File: config.mk
export PLATFORM = sky130hd
export DESIGN_NAME = misr_sig
export DESIGN_NICKNAME = d
export VERILOG_FILES = /design/src/rtl/misr_pkg.sv /design/src/rtl/misr_core.sv /design/src/rtl/misr_sig.sv
export SDC_FILE = /design/constraint.sdc
export NUM_CORES = 1
export LEC_CHECK = 0
export ABC_AREA = 1
export CAP_MARGIN = 10
export CORE_UTILIZATION = 55
export CTS_CLUSTER_DIAMETER = 100
export DETAILED_ROUTE_END_ITERATION = 10
export MAX_ROUTING_LAYER = met4
export PLACE_DENSITY_LB_ADDON = 0.1
export SYNTH_ARGS = -nofsm -noshare
export SYNTH_HDL_FRONTEND = slang
export SYNTH_HIERARCHICAL = 1
export SYNTH_SLANG_ARGS = --single-unit
File: constraint.sdc
create_clock -name clk -period 3.2 [get_ports clk]
set_clock_uncertainty 0.2 [all_clocks]
set_input_delay 0.64 -clock clk [delete_from_list [all_inputs] [get_ports clk]]
set_output_delay 0.64 -clock clk [all_outputs]
set_load 0.1 [all_outputs]
File: src/rtl/misr_pkg.sv
// Shared types and the Galois MISR update function used by misr_core.
package misr_pkg;

  // Widest signature the update function handles; narrower instances use the low bits.
  localparam int unsigned MISR_MAX_W = 64;

  typedef enum logic [1:0] {
    ST_IDLE = 2'd0,
    ST_RUN  = 2'd1,
    ST_DONE = 2'd2
  } misr_state_e;

  // Bits at and above `width` are returned as zero.
  function automatic logic [MISR_MAX_W-1:0] misr_next(
    input logic [MISR_MAX_W-1:0] sig,
    input logic [MISR_MAX_W-1:0] din,
    input logic [MISR_MAX_W-1:0] poly,
    input int                    width,
    input int                    channels
  );
    logic [MISR_MAX_W-1:0] nxt;
    logic                  m;
    nxt    = '0;
    m      = sig[width-1];
    nxt[0] = din[0] ^ m;
    for (int k = 1; k < MISR_MAX_W; k++) begin
      if (k < width) begin
        nxt[k] = sig[k-1] ^ (poly[k] & m) ^ ((k < channels) ? din[k] : 1'b0);
      end
    end
    return nxt;
  endfunction

endpackage

File: src/rtl/misr_core.sv
// Signature register with Galois LFSR update; load takes priority over en.
module misr_core
  import misr_pkg::*;
#(
  parameter int unsigned          WIDTH    = 4,
  parameter int unsigned          CHANNELS = 1,
  parameter logic [WIDTH-1:0]     POLY     = 4'b0011
) (
  input  logic                clk,
  input  logic                rst,
  input  logic                load,
  input  logic [WIDTH-1:0]    seed,
  input  logic                en,
  input  logic [CHANNELS-1:0] din,
  output logic [WIDTH-1:0]    sig,
  output logic [WIDTH-1:0]    sig_nxt
);

  logic [WIDTH-1:0]      sig_q;
  logic [WIDTH-1:0]      sig_d;
  logic [MISR_MAX_W-1:0] upd;

  // The top needs the post-beat value to judge match in the same cycle.
  always_comb begin
    upd     = misr_next(MISR_MAX_W'(sig_q), MISR_MAX_W'(din), MISR_MAX_W'(POLY),
                        WIDTH, CHANNELS);
    sig_nxt = upd[WIDTH-1:0];
  end

  // NOTE: every always_comb output gets a default first so no path leaves it unassigned (no latch).
  always_comb begin
    sig_d = sig_q;
    if (load) begin
      sig_d = seed;
    end else if (en) begin
      sig_d = sig_nxt;
    end
  end

  // NOTE: reset is synchronous and checked first, so it overrides load and en on the same edge.
  always_ff @(posedge clk) begin
    if (rst) begin
      sig_q <= '0;
    end else begin
      // NOTE: non-blocking assignment for state so all flops update from pre-edge values.
      sig_q <= sig_d;
    end
  end

  assign sig = sig_q;

endmodule

File: src/rtl/misr_sig.sv
// MISR with run control: FSM, beat counter, len/golden capture and match flag.
module misr_sig
  import misr_pkg::*;
#(
  parameter int unsigned      WIDTH    = 4,
  parameter int unsigned      CHANNELS = 1,
  parameter logic [WIDTH-1:0] POLY     = 4'b0011,
  parameter logic [WIDTH-1:0] SEED     = '0,
  parameter int unsigned      CNT_W    = 8
) (
  input  logic                clk,
  input  logic                rst,
  input  logic                start,
  input  logic [CNT_W-1:0]    len,
  input  logic [WIDTH-1:0]    golden,
  input  logic                din_valid,
  input  logic [CHANNELS-1:0] din,
  output logic [WIDTH-1:0]    sig,
  output logic                busy,
  output logic                done,
  output logic                match
);

  misr_state_e      state_q, state_d;
  logic [CNT_W-1:0] cnt_q, cnt_d;
  logic [CNT_W-1:0] len_q, len_d;
  logic [WIDTH-1:0] golden_q, golden_d;
  logic             match_q, match_d;
  logic [WIDTH-1:0] sig_nxt;
  logic             beat;

  // start wins over a same-cycle beat, so an aborted run never absorbs it.
  assign beat = (state_q == ST_RUN) && din_valid && !start;

  misr_core #(
    .WIDTH    (WIDTH),
    .CHANNELS (CHANNELS),
    .POLY     (POLY)
  ) u_core (
    .clk     (clk),
    .rst     (rst),
    .load    (start),
    .seed    (SEED),
    .en      (beat),
    .din     (din),
    .sig     (sig),
    .sig_nxt (sig_nxt)
  );

  always_comb begin
    state_d  = state_q;
    cnt_d    = cnt_q;
    len_d    = len_q;
    golden_d = golden_q;
    match_d  = match_q;
    if (start) begin
      cnt_d    = '0;
      len_d    = len;
      golden_d = golden;
      if (len == '0) begin
        state_d = ST_DONE;
        match_d = (SEED == golden);
      end else begin
        state_d = ST_RUN;
        match_d = 1'b0;
      end
    end else if (beat) begin
      cnt_d = cnt_q + 1'b1;
      if (cnt_q == len_q - 1'b1) begin
        state_d = ST_DONE;
        match_d = (sig_nxt == golden_q);
      end
    end
  end

  always_ff @(posedge clk) begin
    if (rst) begin
      state_q  <= ST_IDLE;
      cnt_q    <= '0;
      len_q    <= '0;
      golden_q <= '0;
      match_q  <= 1'b0;
    end else begin
      state_q  <= state_d;
      cnt_q    <= cnt_d;
      len_q    <= len_d;
      golden_q <= golden_d;
      match_q  <= match_d;
    end
  end

  assign busy  = (state_q == ST_RUN);
  assign done  = (state_q == ST_DONE);
  assign match = match_q;

endmodule
==> impl_metrics.toml, run 1 <==
[detailed_routing]
vias_per_cell = 5.01
drt_iter0_markers = 58
drcViolationCount = 0
drtPass1Iterations = 4
ant_nets = 0
wire_per_inst_um = 10.3
totalWireLength_um = 3080
vias = 1492

[sta]
whs_ns = 0.293
rsz0062_at_grt = "false"
slew_headroom_pct = 61.1
worst_pin_slew_ns = 0.582
fin_crit_sh_pct = 68.9
hold_violations = 0
drv_slew = 0
setup_viol = 0
timing.setup.tns_ns = 0
fmax_mhz = 453
final.min_clock_period_ns = 2.21

[finish]
num_antenna_cells = 0
fillers = 291
area_growth_pct = 16.9
layout.nets = 287
regArea_um2 = 541
multi_input_area_um2 = 850
drive_gt1_share_pct = 9.74
instances_no_fill = 298

[min_path]
min_from = "cnt_q[7]"
hold_depth = 2
hold_path_class = "flip-flop to flip-flop"
whs_endpoint = "cnt_q[7]"

[critical_path]
critPathCaptureType = "flip-flop"
r2r_setup_slack_ns = 1.43
crit_required_ns = 3.27
crit_arrival_ns = 2.28
cp-start-kind = "primary input"
timing.rr.end = "match"
path_max_fanout = 22
rr_worst_depth = 11
rr_startpoint = "len_q[0]"
worstSetupPathType = "primary input to flip-flop"

[global_routing]
grt_usage_pct = 22.4
grt_max_degree = 23
antenna_found_initial = 0
grt_pass1_vias = 1343
overflow = 0
grt_pass1_wl_um = 5420

[cts]
clock_latency_ns = 0.32
postCtsSetupRepairBufs = 0
root_buffer = "clkbuf_4"
max-clock-path-buffers = 2
cts_resized = 0
cts_made_buffers = 3
h-tree-depth = 1
cts.sinks = 27
cts_tree = "done"
cts.clk_slew.worst_paths_ns = 0.14
cts_hold_buffers = 0

[outcome]
status = "finished clean"

[power]
power.density_nw_per_um2 = 373
p_leak_nw = 0.882
power_uw = 686
peakVddDrop_mv = 0.246

[synth]
synth_ff_type = "dfxtp_1"
synth_common_cells = "nand2_1, inv_1, nor2_1"
yosys.area.top_type = "dfxtp_1"
synth.most_common_cell = "nand2_1"
ys.warnings.count = 6
synth-seq-area-share_pct = 34.4
synth_edf_count = 0
syn_area_um2 = 1570
synth_seq_cells = 27
netlist_top_cells_area = "dfxtp_1, nand2_1, inv_1"
ys_types = 31
synth_top_area_share_pct = 34.4
synth_cells = 242
postSynth.asyncResetShare_pct = 0
syn_avg_cell_area_um2 = 6.49

[floorplanning]
rows = 19
start_util_pct = 57.5
dieArea_um2 = 3080
die_w_um = 55.5
dieHeight_um = 55.5
ios = 24
fp.coreArea_um2 = 2730

[place]
io_buffers = 23
place.gp.congestion = 0.829
dp_cells = 294
place.detailed.hpwl_um = 2470

[job]
cap_violations = 0
[critical path, stage by stage]
cell	delay (ns)
clkdlybuf4s50_1	0.84
inv_2	0.27
nor2_1	0.20
nand3_1	0.10
nand2_1	0.08
a21oi_1	0.04
nor2_1	0.10
[flip-flops by register name, summed over array words and instances (netlist names)]
| register | count |
|---|---|
| u_core/sig | 4 |
| cnt_q | 8 |
| golden_q | 4 |
| match | 1 |
| state_q | 2 |
| len_q | 8 |
[metal layers]
| layer | global-route usage [%] | vias to the layer above | wire (µm) |
|---|---|---|---|
| met4 | 10.4 | 0 | 38 |
| met3 | 3.98 | 4 | 61 |
| met5 | - | - | 0 |
| met2 | 38.4 | 18 | 1560 |
| li1 | - | 809 | - |
| met1 | 25.4 | 661 | 1420 |
[layout make-up]
class / count / area share [%]
clock buffers: 4 / 1.43
inverters: 43 / 8.79
multi-input cells: 169 / 46.3
flip-flops and latches: 27 / 29.4
well taps: 31 / 2.11
repair buffers: 24 / 12.0
[placed cells by master, fill, tap and decap left out]
cell | synthesis | layout
nor3_4 | 1 | 1
inv_1 | 36 | 36
a22o_1 | 1 | 1
dfxtp_1 | 27 | 27
clkdlybuf4s50_1 | 0 | 16
and3b_1 | 1 | 1
nand2_2 | 1 | 1
nand3_1 | 19 | 19
buf_4 | 2 | 8
o22ai_1 | 2 | 2
nor4_1 | 1 | 1
nor2_8 | 1 | 1
xor2_1 | 3 | 3
and2_1 | 2 | 2
o21ai_1 | 3 | 3
clkbuf_1 | 3 | 1
inv_2 | 7 | 7
a21oi_1 | 21 | 21
nand2_4 | 1 | 1
nor2_4 | 1 | 1
clkbuf_4 | 0 | 3
nor3_1 | 1 | 1
xnor2_1 | 4 | 4
nor2_2 | 3 | 3
nand2_1 | 47 | 47
ha_1 | 2 | 2
o21ai_0 | 17 | 17
a211oi_1 | 1 | 1
nor2_1 | 30 | 30
nand3b_1 | 1 | 1
conb_1 | 1 | 4
or2_0 | 1 | 1
[stage by stage]
step | worst slack, ns | utilization [%] | area, µm²
2_1_floorplan | 0.692 | - | 1580
3_3_place_gp | 0.717 | 66.2 | 1810
3_5_place_dp | 0.658 | 66.2 | 1810
4_1_cts | 1.01 | 67.2 | 1840
5_1_grt | 0.802 | 67.2 | 1840
6_report | 0.994 | 67.2 | 1840
[where the power goes]
group	internal [mW]	switching, mW
sequential	0.353	0.0145
clock	0.0488	0.0972
combinational	0.0645	0.108
total	0.466	0.220
[worst max-delay path by stage]
| stage | from | to | depth (start not counted) |
|---|---|---|---|
| 6_report | start | match | 7 |
| 5_1_grt | start | match | 7 |
| 4_1_cts | start | match | 7 |
| 3_5_place_dp | start | match | 7 |
| 3_3_place_gp | start | match | 7 |
| 2_1_floorplan | state_q[1] | done | 2 |
[cell families (layout without fill, tap and decap cells)]
| kind of cell | after synthesis | in the layout | synth area share [%] |
|---|---|---|---|
| flip-flops | 27 | 27 | 34.4 |
| AO/OA/AOI/OAI | 45 | 45 | 14.9 |
| AND/OR/NAND/NOR | 111 | 111 | 32.7 |
| adder cells (fa/ha/maj) | 2 | 2 | 1.59 |
| buffers and inverters | 49 | 71 | 12.3 |
| XOR/XNOR | 7 | 7 | 3.90 |
| other | 1 | 4 | 0.239 |
Note: power is estimated with default switching activity, not from simulation.
==> inputs of run 2 (changes only) <==
--- a/config.mk
+++ b/config.mk
@@ -7,7 +7,7 @@
 export LEC_CHECK = 0
 export ABC_AREA = 1
 export CAP_MARGIN = 10
-export CORE_UTILIZATION = 55
+export CORE_UTILIZATION = 53
 export CTS_CLUSTER_DIAMETER = 100
 export DETAILED_ROUTE_END_ITERATION = 10
 export MAX_ROUTING_LAYER = met4
==> constraint.sdc (replaced) <==
create_clock -name clk -period 2.1 [get_ports clk]
set_clock_uncertainty 0.2 [all_clocks]
set_input_delay 0.42 -clock clk [delete_from_list [all_inputs] [get_ports clk]]
set_output_delay 0.42 -clock clk [all_outputs]
set_load 0.1 [all_outputs]
==> run 2 against run 1 <==
Register-to-register slack worse by 1.1 ns. Die area is 3.6% higher. Count of clock-buffer cells in the layout stayed put. Critical path type is now flip-flop to output pin. Critical endpoint is now busy. Largest power group unchanged.
==> impl_metrics.toml, run 2 (synthesized netlist as in run 1, its figures left out) <==
[place]
place.detailed.hpwl_um = 2470
dp_slack_ns = 0.0762
io_buffers = 23
place.gp.congestion = 0.831
dp_cells = 299

[sta]
timing.setup.tns_ns = 0
fin_crit_sh_pct = 85.8
setup_ws_ns = 0.299
fmax_mhz = 555
drv_slew = 0
hold_violations = 0
setup_viol = 0
rsz0062_at_grt = "false"
final.min_clock_period_ns = 1.80

[global_routing]
grt_pass1_vias = 1281
antenna_found_initial = 0
overflow = 0
grt_usage_pct = 22.3
grt_max_degree = 17
grt_pass1_wl_um = 5490

[critical_path]
worstSetupPathType = "flip-flop to output pin"
rr_worst_depth = 9
cp-start-kind = "flip-flop"
critPathCaptureType = "output pin"
path_max_fanout = 3
timing.rr.end = "match"
crit_required_ns = 1.48
rr_startpoint = "len_q[0]"
r2r_setup_slack_ns = 0.31
crit_arrival_ns = 1.18

[detailed_routing]
vias_per_cell = 4.86
ant_nets = 0
totalWireLength_um = 3150
vias = 1474
drt_iter0_markers = 45
drcViolationCount = 0
drtPass1Iterations = 6
wire_per_inst_um = 10.4

[cts]
cts_tree = "done"
max-clock-path-buffers = 2
cts_made_buffers = 3
clock_latency_ns = 0.33
cts.sinks = 27
postCtsSetupRepairBufs = 0
h-tree-depth = 1
cts_resized = 0
cts.clk_slew.worst_paths_ns = 0.15
cts_hold_buffers = 0
root_buffer = "clkbuf_4"

[min_path]
hold_depth = 2
whs_endpoint = "len_q[1]"
hold_path_class = "flip-flop to flip-flop"
min_from = "len_q[1]"

[floorplanning]
dieHeight_um = 56.5
start_util_pct = 56.5
fp.coreArea_um2 = 2780
dieArea_um2 = 3190
die_w_um = 56.5
rows = 19
ios = 24

[finish]
instances_no_fill = 303
drive_gt1_share_pct = 12.1
regArea_um2 = 542
utilization_pct = 70.7
mostFrequentLayoutCells = "nand2_1, inv_1, nor2_1"
area_growth_pct = 25.1
num_antenna_cells = 0
layout.nets = 292
multi_input_area_um2 = 852
layout_commonest_cell = "nand2_1"
largestRegisters = "cnt_q x8, len_q x8"
fillers = 235

[power]
peakVddDrop_mv = 0.548
power_mw = 1.09
power.density_nw_per_um2 = 553
p_leak_nw = 0.930

[outcome]
status = "finished clean"

[job]
cap_violations = 0
-- run 2: cell types whose count changed in the layout (fill, tap and decap cells not counted), sizes merged --
cell,previous run,this run
buf,8,13
-- run 2: worst max path at each step --
stage	from	to	slack, ns	cells past startpoint
after floorplan	u_core/sig[0]	match	0.07	8
after global routing	len_q[0]	match	0.09	12
final	state_q[0]	busy	0.30	3
after CTS	state_q[0]	busy	0.27	3
after detailed placement	din_valid	match	0.08	10
after global placement	din_valid	match	0.08	10
-- run 2: critical path, cell delays in order (launching register included) --
cell	delay (ns)
dfxtp_1	0.42
inv_2	0.06
nor2_4	0.18
buf_12	0.20
-- run 2: final cells by class --
class | count | area share [%]
clock buffer | 4 | 1.34
inverter | 43 | 8.21
timing repair buffer | 29 | 17.6
sequential | 27 | 27.6
tap | 31 | 1.97
multi-input combinational | 169 | 43.3
-- run 2: per-stage QoR --
stage / hold slack, ns / cell area, µm²
floorplan: 0.252 / 1590
global placement: 0.266 / 1940
detailed placement: 0.281 / 1940
CTS: 0.300 / 1970
global route: 0.319 / 1970
finish: 0.297 / 1970
-- run 2: routing by layer --
| metal | global-route usage [%] | vias to the layer above | routed length, µm |
|---|---|---|---|
| li1 | - | 817 | - |
| met1 | 27.8 | 632 | 1560 |
| met2 | 37.1 | 23 | 1480 |
| met3 | 4.84 | 2 | 97 |
| met4 | 4.88 | 0 | 12 |
| met5 | - | - | 0 |
-- run 2: report_power, final --
part	switching, mW	internal [mW]
Clock	0.157	0.0745
Sequential	0.0241	0.538
Combinational	0.170	0.124
